File: config.mk
export PLATFORM = sky130hd
export DESIGN_NAME = bru_resolve
export DESIGN_NICKNAME = d
export VERILOG_FILES = /design/src/rtl/bru_pkg.sv /design/src/rtl/bru_cond.sv /design/src/rtl/bru_resolve.sv
export SDC_FILE = /design/constraint.sdc
export NUM_CORES = 1
export LEC_CHECK = 0
export CAP_MARGIN = 5
export CORE_ASPECT_RATIO = 0.9
export CORE_MARGIN = 5
export CORE_UTILIZATION = 30
export CTS_CLUSTER_SIZE = 16
export DETAILED_ROUTE_END_ITERATION = 10
export MAX_ROUTING_LAYER = met4
export PLACE_DENSITY_LB_ADDON = 0.15
export SLEW_MARGIN = 20
export SYNTH_ARGS = -nofsm -noshare
export SYNTH_HDL_FRONTEND = slang
export SYNTH_SLANG_ARGS = --single-unit
File: constraint.sdc
create_clock -name clk -period 7.17 [get_ports clk]
set_input_delay 1.7925 -clock clk [delete_from_list [all_inputs] [get_ports clk]]
set_output_delay 1.7925 -clock clk [all_outputs]
set_load 0.05 [all_outputs]
File: src/rtl/bru_pkg.sv
// Shared types for the branch resolution unit: branch opcodes, stage-1 payload and
// the mispredict rule.
package bru_pkg;

    typedef logic        u1;
    typedef logic [63:0] u64;

    typedef enum logic [3:0] {
        B_NONE = 4'd0,
        B_BEQ  = 4'd1,
        B_BNE  = 4'd2,
        B_BLT  = 4'd3,
        B_BGE  = 4'd4,
        B_BLTU = 4'd5,
        B_BGEU = 4'd6,
        B_JAL  = 4'd7,
        B_JALR = 4'd8
    } branch_t;

    localparam int unsigned ILEN_BYTES_DEFAULT = 4;

    // Address fields are held at 64 bits and zero-extended when XLEN is narrower.
    typedef struct packed {
        u1  taken;
        u64 target;
        u64 fallthrough;
        u1  pred_taken;
        u64 pred_target;
    } bru_s1_t;

    // The predicted target only matters when both actual and predicted are taken.
    function automatic u1 bru_mispredict(input bru_s1_t s);
        return (s.taken != s.pred_taken) |
               (s.taken & s.pred_taken & (s.target != s.pred_target));
    endfunction

endpackage

File: src/rtl/bru_cond.sv
// Combinational branch condition evaluator.
module bru_cond
    import bru_pkg::*;
#(
    parameter int unsigned XLEN = 64
) (
    input  branch_t          branch_type_i,
    input  logic [XLEN-1:0]  a_i,
    input  logic [XLEN-1:0]  b_i,
    output logic             taken_o
);

    always_comb begin
        taken_o = 1'b0;
        unique case (branch_type_i)
            B_BEQ:   taken_o = (a_i == b_i);
            B_BNE:   taken_o = (a_i != b_i);
            B_BLT:   taken_o = ($signed(a_i) < $signed(b_i));
            B_BGE:   taken_o = ($signed(a_i) >= $signed(b_i));
            B_BLTU:  taken_o = (a_i < b_i);
            B_BGEU:  taken_o = (a_i >= b_i);
            B_JAL:   taken_o = 1'b1;
            B_JALR:  taken_o = 1'b1;
            default: taken_o = 1'b0;
        endcase
    end

endmodule

File: src/rtl/bru_resolve.sv
// Pipelined branch resolution unit with valid/ready on both sides (STAGES = 1 or 2).
// Optional BRU_STATS_EN adds saturating branch / mispredict counters.
module bru_resolve
    import bru_pkg::*;
#(
    parameter int unsigned XLEN       = 64,
    parameter int unsigned ILEN_BYTES = ILEN_BYTES_DEFAULT,
    parameter int unsigned STAGES     = 2
) (
    input  logic            clk,
    input  logic            reset,
    input  logic            flush,
    input  logic            in_valid,
    output logic            in_ready,
    input  branch_t         in_branch_type,
    input  logic [XLEN-1:0] in_a,
    input  logic [XLEN-1:0] in_b,
    input  logic [XLEN-1:0] in_pc,
    input  logic [XLEN-1:0] in_imm,
    input  logic            in_pred_taken,
    input  logic [XLEN-1:0] in_pred_target,
    output logic            out_valid,
    input  logic            out_ready,
    output logic            out_taken,
    output logic [XLEN-1:0] out_next_pc,
    output logic            out_mispredict
`ifdef BRU_STATS_EN
    ,
    output logic [63:0]     stat_branches,
    output logic [63:0]     stat_mispredicts
`endif
);

    localparam logic [XLEN-1:0] Bit0Clear = {{(XLEN-1){1'b1}}, 1'b0};

    logic            kill;
    logic            c_taken;
    logic [XLEN-1:0] c_target;
    logic [XLEN-1:0] c_fall;
    bru_s1_t         s0;
    bru_s1_t         src;
    logic            src_valid;
    logic            src_adv;
    logic            out_room;

    logic            out_valid_q;
    logic            out_taken_q;
    logic [XLEN-1:0] out_next_pc_q;
    logic            out_mispredict_q;

    assign kill = flush | reset;

    bru_cond #(.XLEN(XLEN)) u_cond (
        .branch_type_i (in_branch_type),
        .a_i           (in_a),
        .b_i           (in_b),
        .taken_o       (c_taken)
    );

    always_comb begin
        c_target = in_pc + in_imm;
        if (in_branch_type == B_JALR) c_target = (in_a + in_imm) & Bit0Clear;
        c_fall = in_pc + XLEN'(ILEN_BYTES);
    end

    assign s0 = '{taken:       c_taken,
                  target:      u64'(c_target),
                  fallthrough: u64'(c_fall),
                  pred_taken:  in_pred_taken,
                  pred_target: u64'(in_pred_target)};

    assign out_room = !out_valid_q | out_ready;
    assign src_adv  = src_valid & out_room;

`ifdef BRU_STATS_EN
    logic s0_is_br;
    logic src_is_br;
    logic out_is_br_q;
    assign s0_is_br = (in_branch_type != B_NONE);
`endif

    if (XLEN == 0 || XLEN > 64) begin : g_bad_xlen
        $error("bru_resolve: XLEN must be in 1..64");
    end

    if (STAGES == 2) begin : g_two
        bru_s1_t s1_q;
        logic    s1_valid_q;
        logic    accept;

        assign accept = in_valid & in_ready;

        always_ff @(posedge clk) begin
            if (reset) begin
                s1_valid_q <= 1'b0;
                s1_q       <= '0;
            end else begin
                if (flush)        s1_valid_q <= 1'b0;
                else if (accept)  s1_valid_q <= 1'b1;
                else if (src_adv) s1_valid_q <= 1'b0;
                if (accept) s1_q <= s0;
            end
        end

        assign src       = s1_q;
        assign src_valid = s1_valid_q;
        assign in_ready  = (!s1_valid_q | src_adv) & !kill;

`ifdef BRU_STATS_EN
        logic s1_is_br_q;
        always_ff @(posedge clk) begin
            if (reset)       s1_is_br_q <= 1'b0;
            else if (accept) s1_is_br_q <= s0_is_br;
        end
        assign src_is_br = s1_is_br_q;
`endif
    end else if (STAGES == 1) begin : g_one
        assign src       = s0;
        assign src_valid = in_valid & !kill;
        assign in_ready  = out_room & !kill;
`ifdef BRU_STATS_EN
        assign src_is_br = s0_is_br;
`endif
    end else begin : g_bad_stages
        $error("bru_resolve: STAGES must be 1 or 2");
    end

    // Output data only moves on a load, so it stays stable across a stall.
    always_ff @(posedge clk) begin
        if (reset) begin
            out_valid_q      <= 1'b0;
            out_taken_q      <= 1'b0;
            out_next_pc_q    <= '0;
            out_mispredict_q <= 1'b0;
        end else begin
            if (flush)          out_valid_q <= 1'b0;
            else if (src_adv)   out_valid_q <= 1'b1;
            else if (out_ready) out_valid_q <= 1'b0;
            if (src_adv) begin
                out_taken_q      <= src.taken;
                out_next_pc_q    <= src.taken ? src.target[XLEN-1:0]
                                              : src.fallthrough[XLEN-1:0];
                out_mispredict_q <= bru_mispredict(src);
            end
        end
    end

    assign out_valid      = out_valid_q;
    assign out_taken      = out_taken_q;
    assign out_next_pc    = out_next_pc_q;
    assign out_mispredict = out_mispredict_q;

`ifdef BRU_STATS_EN
    logic        out_hs;
    logic [63:0] stat_br_q;
    logic [63:0] stat_mis_q;

    assign out_hs = out_valid_q & out_ready;

    // Counters survive flush; only reset clears them.
    always_ff @(posedge clk) begin
        if (reset) begin
            out_is_br_q <= 1'b0;
            stat_br_q   <= '0;
            stat_mis_q  <= '0;
        end else begin
            if (src_adv) out_is_br_q <= src_is_br;
            if (out_hs && out_is_br_q && !(&stat_br_q))       stat_br_q  <= stat_br_q + 64'd1;
            if (out_hs && out_mispredict_q && !(&stat_mis_q)) stat_mis_q <= stat_mis_q + 64'd1;
        end
    end

    assign stat_branches    = stat_br_q;
    assign stat_mispredicts = stat_mis_q;
`endif

endmodule

==> results of run 1 <==
[power groups by stage]
stage / Clock (mW) / Combinational, mW / Sequential (mW)
2_1_floorplan: 0 / 0.848 / 1.66
3_3_place_gp: 0 / 1.49 / 1.62
3_5_place_dp: 0 / 1.49 / 1.62
4_1_cts: 1.62 / 1.50 / 1.59
5_1_grt: 1.67 / 1.64 / 1.60
6_report: 1.59 / 1.51 / 1.59
[critical path, cell delays in order]
cell and delay (ns):
clkdlybuf4s50_1 0.45, nor2b_1 0.09, a211oi_1 0.51, clkdlybuf4s50_1 0.91
[sequential cells by signal, summed over array words and instances, names as in the netlist]
signal / flops
out_taken: 1
g_two.s1_q: 194
out_mispredict: 1
g_two.s1_valid_q: 1
out_next_pc: 64
out_valid: 1
[synthesized netlist by cell type, types with 55 or more instances]
| master | n | area [um2] |
|---|---|---|
| nor2_1 | 265 | 994.7 |
| nand2_1 | 306 | 1149 |
| a21oi_1 | 263 | 1316 |
| a211oi_1 | 142 | 1066 |
| mux2i_1 | 66 | 660.6 |
| inv_1 | 98 | 367.9 |
| a21o_1 | 110 | 825.8 |
| dfxtp_1 | 262 | 5245 |
| nand3_1 | 55 | 275.3 |
| o21ai_0 | 121 | 605.6 |
| xnor2_1 | 144 | 1261 |
| ha_1 | 191 | 2390 |
| xor2_1 | 84 | 735.7 |
| clkbuf_1 | 123 | 461.7 |
[cell families after synthesis]
| logic type | Yosys count |
|---|---|
| mux | 66 |
| xor+xnor | 228 |
| simple gates | 875 |
| compound gates | 823 |
| buf+inv | 241 |
| flops | 262 |
| fa+ha+maj | 193 |
[metrics by stage]
step / std cells / hold WS (ns) / power (mW)
5_1_grt: 3946 / 0.4879 / 4.911
3_3_place_gp: 3887 / 0.4492 / 3.113
2_1_floorplan: 2688 / 0.4357 / 2.504
3_5_place_dp: 3887 / 0.4492 / 3.115
4_1_cts: 3939 / 0.4573 / 4.709
6_report: 3947 / 0.4589 / 4.689
[routing by layer]
layer	vias to the layer above	GRT usage [%]	routed length, um
li1	10360	-	-
met1	9759	36.24	46770
met3	74	1.238	3741
met5	-	-	0
met4	0	4.944	1763
met2	573	33.39	36880
[layout make-up]
class | count | area, um2
inverters | 98 | 367.9
repair buffers | 412 | 4104
fillers | 7066 | 41990
clock buffers | 40 | 857.1
flip-flops and latches | 262 | 5249
well taps | 930 | 1164
multi-input cells | 2185 | 14530
clock inverters | 12 | 152.6
diodes | 8 | 20.02
[worst min-delay path by stage]
stage	start	end	cells past startpoint
6_report	g_two.s1_q[68]$_SDFFE_PP0P_	g_two.s1_q[68]$_SDFFE_PP0P_	2
5_1_grt	g_two.s1_q[64]$_SDFFE_PP0P_	g_two.s1_q[64]$_SDFFE_PP0P_	2
4_1_cts	g_two.s1_q[68]$_SDFFE_PP0P_	g_two.s1_q[68]$_SDFFE_PP0P_	2
3_5_place_dp	g_two.s1_q[68]$_SDFFE_PP0P_	g_two.s1_q[68]$_SDFFE_PP0P_	2
3_3_place_gp	g_two.s1_q[66]$_SDFFE_PP0P_	g_two.s1_q[66]$_SDFFE_PP0P_	2
2_1_floorplan	g_two.s1_q[65]$_SDFFE_PP0P_	g_two.s1_q[65]$_SDFFE_PP0P_	2
==> results.txt, run 1 <==
Num CTS Buffers - 29
HP Class - flip-flop to flip-flop
Die Y-Extent - 259.1 um
Final Cell Area - 26440 um2
Port Buffers - 397
Initial antenna violation count - 8
Fin crit share - 77.50%
Clk sinks - 262
Die Wd - 286.8 um
Drc violations - 0
Hold Fails Final Rpt - 0
Mapped Area - 20680 um2
Row count - 91
CTS tree - built
Worst Tran Pin Value - 0.9617 ns
Post-synthesis register bit count - 262
Clk pin slew, worst setup/hold paths - 0.06 ns
Clk_skew - 0.02408 ns
Status - completed
Vias in the first global route - 20.11k
Cell Int Power - 3.097 mW
Area delta synth->final - 27.85%
Most common cell after layout, fill and taps aside - clkdlybuf4s50_1
Full die area - 74300 um2
Setup crit end - in_ready
Share of layout cells above drive strength 1 - 3.556%
WL final - 89150 um
Vias after detailed routing - 20.76k
Ys flop type - dfxtp_1
Comb power frac - 32.2%
Max VDD drop - 0.1285 mV
Antenna Violating Nets Remaining - 0
Clk Latency, worst-skew pair - 0.57 ns
Synth Instances - 2688
Minimum clock period - 5.557 ns
H-tree depth - 1
Most frequent cells in the layout - clkdlybuf4s50_1, nand2_1, nor2_1, a21oi_1, dfxtp_1
Switching share of power - 33.95%
Worst R2R End - g_two.s1_q[167]$_SDFFE_PP0P_
Pwr/cell area - 177.3 nW/um2
Synth Area in Adders - 11.75%
Worst EP arrival - 3.76 ns
Num ports - 398
Final worst slack - 1.613 ns
Detail Placement HPWL - 73880 um
Gr ovfl total - 0
Synthesized Nets - 3211
Core area - 68430 um2
Synth async-reset ratio - 0%
XOR/XNOR share of the synthesized area - 9.656%
Clock root buffer - clkbuf_16
Element type at the critical path end - output pin
CP max FO - 4
Lkg Pwr - 10.14 nW
Post-Route Utilization - 38.64%
CTS Hold Bufs - 0
NetSw - 1.592 mW
Global-route wire length before repair - 129800 um
RR Startpoint - out_valid$_SDFFE_PP0P_
Placement Setup Slack - 0.9576 ns
WP data required - 5.38 ns
Setup-failing EPs final - 0
Avg Inst Size Synth - 7.694 um2
Netlist cell types - 95
Setup TNS - 0 ns
Crit path launch type - input pin
Flop2flop setup slack - 4.24 ns
Synth Area in Compound Gates - 26.11%
Number of enable flip-flop cells after synthesis - 0
Setup CP Type - input pin to output pin
Warnings, synthesis - 0
MaxCap Viol Count - 0
Sequential power share - 34.0%
Drt pass-1 iters - 6
Clock power frac - 33.8%
Gr usage total - 23.39%
RePlAce Congestion - 0.9402
RSZ-0062 raised after global routing - no
Mux cell area share after synthesis - 3.194%
DRT iter0 DRCs - 1769
Post-synthesis simple-gate area fraction - 19.44%
Final #Nets - 3511
Initial core utilization - 30.22%
Max Freq - 180.0 MHz
Rel. slew slack - 35.88%
Post-CTS Resized - 0
Setup bufs post-CTS - 0
Wire per inst - 22.59 um
Largest family of logic cells by synthesized area - compound AO/OA/AOI/OAI gates
Max Slew Vio Count - 0
Placed inst area - 25410 um2
Sequential area share after synthesis - 25.36%
Max Root-Sink Buffers - 3
CP Launch Point - out_ready
Vias per cell - 5.260
Largest net degree at the start of global routing - 135
R2R depth - 7
(Power assumes the default switching activity.)
==> run 2, diff against run 1 <==
Clock period 7.17 ns to 5.8 ns, I/O delays scaled along.
==> run 2 against run 1 <==
  * Die area is the same
  * Flip-flop and latch count stayed put
  * Clock skew grew 0.014 ns
  * Utilization is 0.29 points higher
  * Register-to-register slack got worse by 1.3 ns
  * Combinational power is 25% higher
  * Critical path depth is 10 higher
  * First-iteration DRC count grew 7.2%
  * Via count is 2.1% higher
  * Critical path type is now input pin to flip-flop
  * Critical endpoint is now g_two.s1_q[193]$_SDFFE_PP0P_
  * Largest cell class unchanged
==> results.txt, run 2 (synthesized netlist as in run 1, its figures left out) <==
Port Buffers - 397 (unchanged)
Clk pin slew, worst setup/hold paths - 0.08 ns (was 0.06 ns)
Placement Setup Slack - -0.1884 ns (was 0.9576 ns)
Slowest cell on crit path - a211oi_1 (was clkdlybuf4s50_1)
Clock power frac - 35.4% (was 33.8%)
Slowest stage delay, CP - 0.76 ns (was 0.91 ns)
Max reg flops - 194 (unchanged)
Rel. slew slack - 30.02% (was 35.88%)
Biggest register - g_two.s1_q (unchanged)
HP Class - flip-flop to flip-flop (unchanged)
Largest net degree at the start of global routing - 138 (was 135)
Hold WS - 0.4631 ns (was 0.4589 ns)
Clk sinks - 262 (unchanged)
Hold_sp - g_two.s1_q[65]$_SDFFE_PP0P_ (was g_two.s1_q[68]$_SDFFE_PP0P_)
Die Wd - 286.8 um (unchanged)
Crit path launch type - input pin (unchanged)
Setup CP Type - input pin to flip-flop (was input pin to output pin)
Max VDD drop - 0.1820 mV (was 0.1285 mV)
Max Root-Sink Buffers - 3 (unchanged)
Core area - 68430 um2 (unchanged)
Final Cell Area - 26640 um2 (was 26440 um2)
Final worst slack - 0.6457 ns (was 1.613 ns)
Gr ovfl total - 0 (unchanged)
Antenna Violating Nets Remaining - 0 (unchanged)
Fill cells - 7126 (was 7066)
RR Startpoint - out_valid$_SDFFE_PP0P_ (unchanged)
Pwr/cell area - 224.1 nW/um2 (was 177.3 nW/um2)
WL final - 91350 um (was 89150 um)
Setup-failing EPs final - 0 (unchanged)
Final #Nets - 3524 (was 3511)
Num ports - 398 (unchanged)
Status - completed (unchanged)
Drt pass-1 iters - 5 (was 6)
DRT iter0 DRCs - 1897 (was 1769)
Comb power frac - 31.6% (was 32.2%)
Lkg Pwr - 10.25 nW (was 10.14 nW)
Switching share of power - 33.73% (was 33.95%)
MaxCap Viol Count - 0 (unchanged)
Share of layout cells above drive strength 1 - 4.099% (was 3.556%)
Num CTS Buffers - 30 (was 29)
Initial core utilization - 30.22% (unchanged)
Vias in the first global route - 20.38k (was 20.11k)
Detail Placement HPWL - 75850 um (was 73880 um)
RePlAce Congestion - 0.9486 (was 0.9402)
Row count - 91 (unchanged)
Clk_skew - 0.03852 ns (was 0.02408 ns)
Most frequent cells in the layout - clkdlybuf4s50_1, nand2_1, nor2_1, a21oi_1, dfxtp_1 (unchanged)
Drc violations - 0 (unchanged)
Minimum clock period - 5.154 ns
NetSw - 2.014 mW (was 1.592 mW)
Register Area - 5249 um2 (unchanged)
Gr usage total - 23.78% (was 23.39%)
Vias per cell - 5.348 (was 5.260)
Setup TNS - 0 ns (unchanged)
Global-route wire length before repair - 131600 um (was 129800 um)
H-tree depth - 1 (unchanged)
Max Slew Vio Count - 0 (unchanged)
Placed inst area - 25510 um2 (was 25410 um2)
Most common cell after layout, fill and taps aside - clkdlybuf4s50_1 (unchanged)
Total Power - 5.970 mW (was 4.689 mW)
Post-CTS Resized - 0 (unchanged)
Fin crit share - 88.87%
Full die area - 74300 um2 (unchanged)
Hold Fails Final Rpt - 0 (unchanged)
Multi-input combinational cell area - 14530 um2 (about the same)
Cell Int Power - 3.957 mW (was 3.097 mW)
CTS tree - built (unchanged)
CP Launch Point - in_b[63] (was out_ready)
CTS Hold Bufs - 0 (unchanged)
Worst EP arrival - 5.63 ns (was 3.76 ns)
Max Freq - 194.0 MHz
CP max FO - 5 (was 4)
Wire per inst - 23.04 um (was 22.59 um)
Vias after detailed routing - 21.20k (was 20.76k)
Worst Tran Pin Value - 1.050 ns (was 0.9617 ns)
Sequential power share - 33.0% (was 34.0%)
Initial antenna violation count - 11 (was 8)
Area delta synth->final - 28.82% (was 27.85%)
Critical Path, Cell by Cell - clkdlybuf4s50_1 > inv_1 > ha_1 > nand4_1 > nand2b_1 > nor4_2 > nand3_1 > o221ai_1 > a211oi_1 > o21ai_0 > nor2_1 > nand2_1 > a311o_1 > a311oi_1 (was clkdlybuf4s50_1 > nor2b_1 > a211oi_1 > clkdlybuf4s50_1)
Die Y-Extent - 259.1 um (unchanged)
WP data required - 6.28 ns (was 5.38 ns)
RSZ-0062 raised after global routing - no (unchanged)
Clk Latency, worst-skew pair - 0.57 ns (about the same)
Element type at the critical path end - flip-flop (was output pin)
Setup bufs post-CTS - 0 (unchanged)
Clock root buffer - clkbuf_16 (unchanged)
==> run 2: cell type report <==
class                   instances  area share (%)
flip-flops and latches        262           19.70
clock buffers                  38           3.278
well taps                     930           4.368
diodes                         10         0.09393
inverters                      98           1.381
multi-input cells            2185           54.53
clock inverters                18          0.8689
repair buffers                424           15.78
==> run 2: path summary, 6_finish.rpt <==
path | endpoint | slack, ns | cells after the start
worst min-delay path | g_two.s1_q[65]$_SDFFE_PP0P_ | 0.46 | 2
worst max register to register | g_two.s1_q[166]$_SDFFE_PP0P_ | 2.90 | 6
worst max-delay path | g_two.s1_q[193]$_SDFFE_PP0P_ | 0.65 | 14
worst min register to register | g_two.s1_q[65]$_SDFFE_PP0P_ | 0.46 | 2
==> run 2: worst max-delay path: cells and delay by family <==
| kind | cells | cell delay (ns) |
|---|---|---|
| fa+ha+maj | 1 | 0.37 |
| simple gates | 6 | 1.50 |
| buf+inv | 2 | 0.50 |
| compound gates | 5 | 1.81 |
==> run 2: power by group through the flow <==
stage               Combinational [mW]  Sequential [mW]  Clock [mW]
global placement                  1.86             2.01           0
floorplan                         1.05             2.05           0
CTS                               1.86             1.97        2.15
detailed placement                1.85             2.01           0
global route                      2.04             1.98        2.23
finish                            1.89             1.97        2.11
==> run 2: per-stage QoR <==
stage / instances / util, %
after global routing: 3962 / 38.92
after global placement: 3899 / 37.28
after detailed placement: 3899 / 37.28
after CTS: 3955 / 38.89
final: 3965 / 38.93
after floorplan: 2688 / -
==> run 2: routing by layer <==
| metal | vias up | global-route usage [%] | share of wire (%) | wire, um |
|---|---|---|---|---|
| met5 | - | - | 0 | 0 |
| met4 | 0 | 4.328 | 1.6 | 1464 |
| met3 | 71 | 2.256 | 5.6 | 5079 |
| met2 | 685 | 34.10 | 41 | 37830 |
| met1 | 10080 | 36.37 | 51 | 46980 |
| li1 | 10370 | - | - | - |
==> run 3, diff against run 2 <==
Settings changed: CORE_ASPECT_RATIO 0.9 to 0.75.
==> run 3 against run 2 <==
  * Register-to-register slack worse by 0.12 ns
  * Highest routed layer unchanged
  * Wire length is 0.30% higher
  * Clock-buffer cell count is 10 higher
  * Via count down 0.44%
  * Critical path type is now input pin to output pin
  * Fmax increased by 3.1%
  * Flip-flop and latch count unchanged
  * Non-clock buffer count fell by 5
  * Setup slack better by 0.15 ns
==> results.txt, run 3 (synthesized netlist as in run 1, its figures left out) <==
Setup bufs post-CTS - 0 (unchanged)
Most common cell after layout, fill and taps aside - clkdlybuf4s50_1 (unchanged)
Final #Nets - 3520 (was 3524)
Rel. slew slack - 32.86% (was 30.02%)
Status - completed (unchanged)
RePlAce Congestion - 0.9688 (was 0.9486)
Total Power - 5.845 mW (was 5.970 mW)
Comb power frac - 32.7% (was 31.6%)
Wire per inst - 23.38 um (was 23.04 um)
Placement Setup Slack - 0.5413 ns (was -0.1884 ns)
H-tree depth - 1 (unchanged)
Num ports - 398 (unchanged)
NetSw - 2.006 mW (was 2.014 mW)
Element type at the critical path end - output pin (was flip-flop)
Share of layout cells above drive strength 1 - 3.675% (was 4.099%)
Final worst slack - 0.7983 ns (was 0.6457 ns)
Post-CTS Resized - 0 (unchanged)
Drt pass-1 iters - 5 (unchanged)
Area delta synth->final - 27.96% (was 28.82%)
Switching share of power - 34.31% (was 33.73%)
Core area - 68330 um2 (was 68430 um2)
Die Y-Extent - 237.4 um (was 259.1 um)
Vias per cell - 5.387 (was 5.348)
DRT iter0 DRCs - 1860 (was 1897)
Global-route wire length before repair - 132700 um (was 131600 um)
Sequential power share - 33.7% (was 33.0%)
Post-Route Utilization - 38.73% (was 38.93%)
Detail Placement HPWL - 75950 um (was 75850 um)
Initial core utilization - 30.27% (was 30.22%)
Gr ovfl total - 0 (unchanged)
Fin crit share - 86.24% (was 88.87%)
Die Wd - 313.2 um (was 286.8 um)
Port Buffers - 397 (unchanged)
Hold Fails Final Rpt - 0 (unchanged)
Clk Latency, worst-skew pair - 0.57 ns (about the same)
Antenna Violating Nets Remaining - 0 (unchanged)
Biggest register - g_two.s1_q (unchanged)
Vias after detailed routing - 21.11k (was 21.20k)
Most frequent cells in the layout - clkdlybuf4s50_1, nand2_1, nor2_1, a21oi_1, dfxtp_1 (unchanged)
Placed Cells - 3856 (was 3899)
RSZ-0062 raised after global routing - no (unchanged)
Minimum clock period - 5.002 ns (was 5.154 ns)
Placed inst area - 25420 um2 (was 25510 um2)
Gr usage total - 23.97% (was 23.78%)
Clk pin slew, worst setup/hold paths - 0.05 ns (was 0.08 ns)
CTS Hold Bufs - 0 (unchanged)
Clk sinks - 262 (unchanged)
Setup CP Type - input pin to output pin (was input pin to flip-flop)
MaxCap Viol Count - 0 (unchanged)
Max reg flops - 194 (unchanged)
Worst Tran Pin Value - 1.007 ns (was 1.050 ns)
Crit path launch type - input pin (unchanged)
Hold WS - 0.4598 ns (was 0.4631 ns)
Initial antenna violation count - 6 (was 11)
Setup TNS - 0 ns (unchanged)
Row count - 83 (was 91)
Lkg Pwr - 10.18 nW (was 10.25 nW)
Clock power frac - 33.5% (was 35.4%)
Full die area - 74340 um2 (was 74300 um2)
Clock root buffer - clkbuf_16 (unchanged)
Setup-failing EPs final - 0 (unchanged)
Largest net degree at the start of global routing - 111 (was 138)
Num CTS Buffers - 31 (was 30)
WL final - 91620 um (was 91350 um)
Post-route insts no fill - 3919 (was 3965)
Final Cell Area - 26460 um2 (was 26640 um2)
Max Root-Sink Buffers - 3 (unchanged)
CTS tree - built (unchanged)
Cell Int Power - 3.840 mW (was 3.957 mW)
Pwr/cell area - 220.9 nW/um2 (was 224.1 nW/um2)
HP Class - flip-flop to flip-flop (unchanged)
Max Freq - 199.9 MHz (was 194.0 MHz)
Fill cells - 7164 (was 7126)
WP data required - 4.35 ns (was 6.28 ns)
Drc violations - 0 (unchanged)
CP max FO - 4 (was 5)
Vias in the first global route - 20.17k (was 20.38k)
Max Slew Vio Count - 0 (unchanged)
Worst EP arrival - 3.55 ns (was 5.63 ns)
Clk_skew - 0.03355 ns (was 0.03852 ns)
Max VDD drop - 0.2282 mV (was 0.1820 mV)
## run 3: final timing paths
| path | startpoint | end | slack [ns] | cells after the start |
|---|---|---|---|---|
| worst max-delay path | out_ready | in_ready | 0.80 | 4 |
| worst min register to register | g_two.s1_q[65]$_SDFFE_PP0P_ | g_two.s1_q[65]$_SDFFE_PP0P_ | 0.46 | 2 |
| worst min-delay path | g_two.s1_q[65]$_SDFFE_PP0P_ | g_two.s1_q[65]$_SDFFE_PP0P_ | 0.46 | 2 |
| worst max register to register | out_valid$_SDFFE_PP0P_ | g_two.s1_q[166]$_SDFFE_PP0P_ | 2.78 | 6 |
## run 3: routing by layer
layer / wire length (um) / GRT usage, % / part of all wire (%)
met1: 49470 / 38.56 / 54
met2: 34440 / 31.13 / 38
met3: 6274 / 3.425 / 6.8
met4: 1447 / 4.213 / 1.6
met5: 0 / - / 0
## run 3: critical path: stages
cell and delay, ns:
clkdlybuf4s50_1 0.46, nor2b_1 0.09, a211oi_1 0.60, clkdlybuf4s50_1 0.95
## run 3: area by class of cell
class                   instances  area (um2)  area share (%)
flip-flops and latches        262        5249           19.83
repair buffers                419        4165           15.74
clock buffers                  48       919.6           3.475
clock inverters                 8       101.3          0.3830
multi-input cells            2185       14530           54.89
diodes                          7       17.52         0.06619
inverters                      98       367.9           1.390
well taps                     892        1116           4.217
## run 3: power groups by stage
stage / Sequential [mW] / Combinational (mW) / Clock, mW
2_1_floorplan: 2.05 / 1.05 / 0
4_1_cts: 1.97 / 1.88 / 2.00
5_1_grt: 1.98 / 2.07 / 2.08
3_5_place_dp: 2.01 / 1.87 / 0
3_3_place_gp: 2.01 / 1.88 / 0
6_report: 1.97 / 1.91 / 1.96
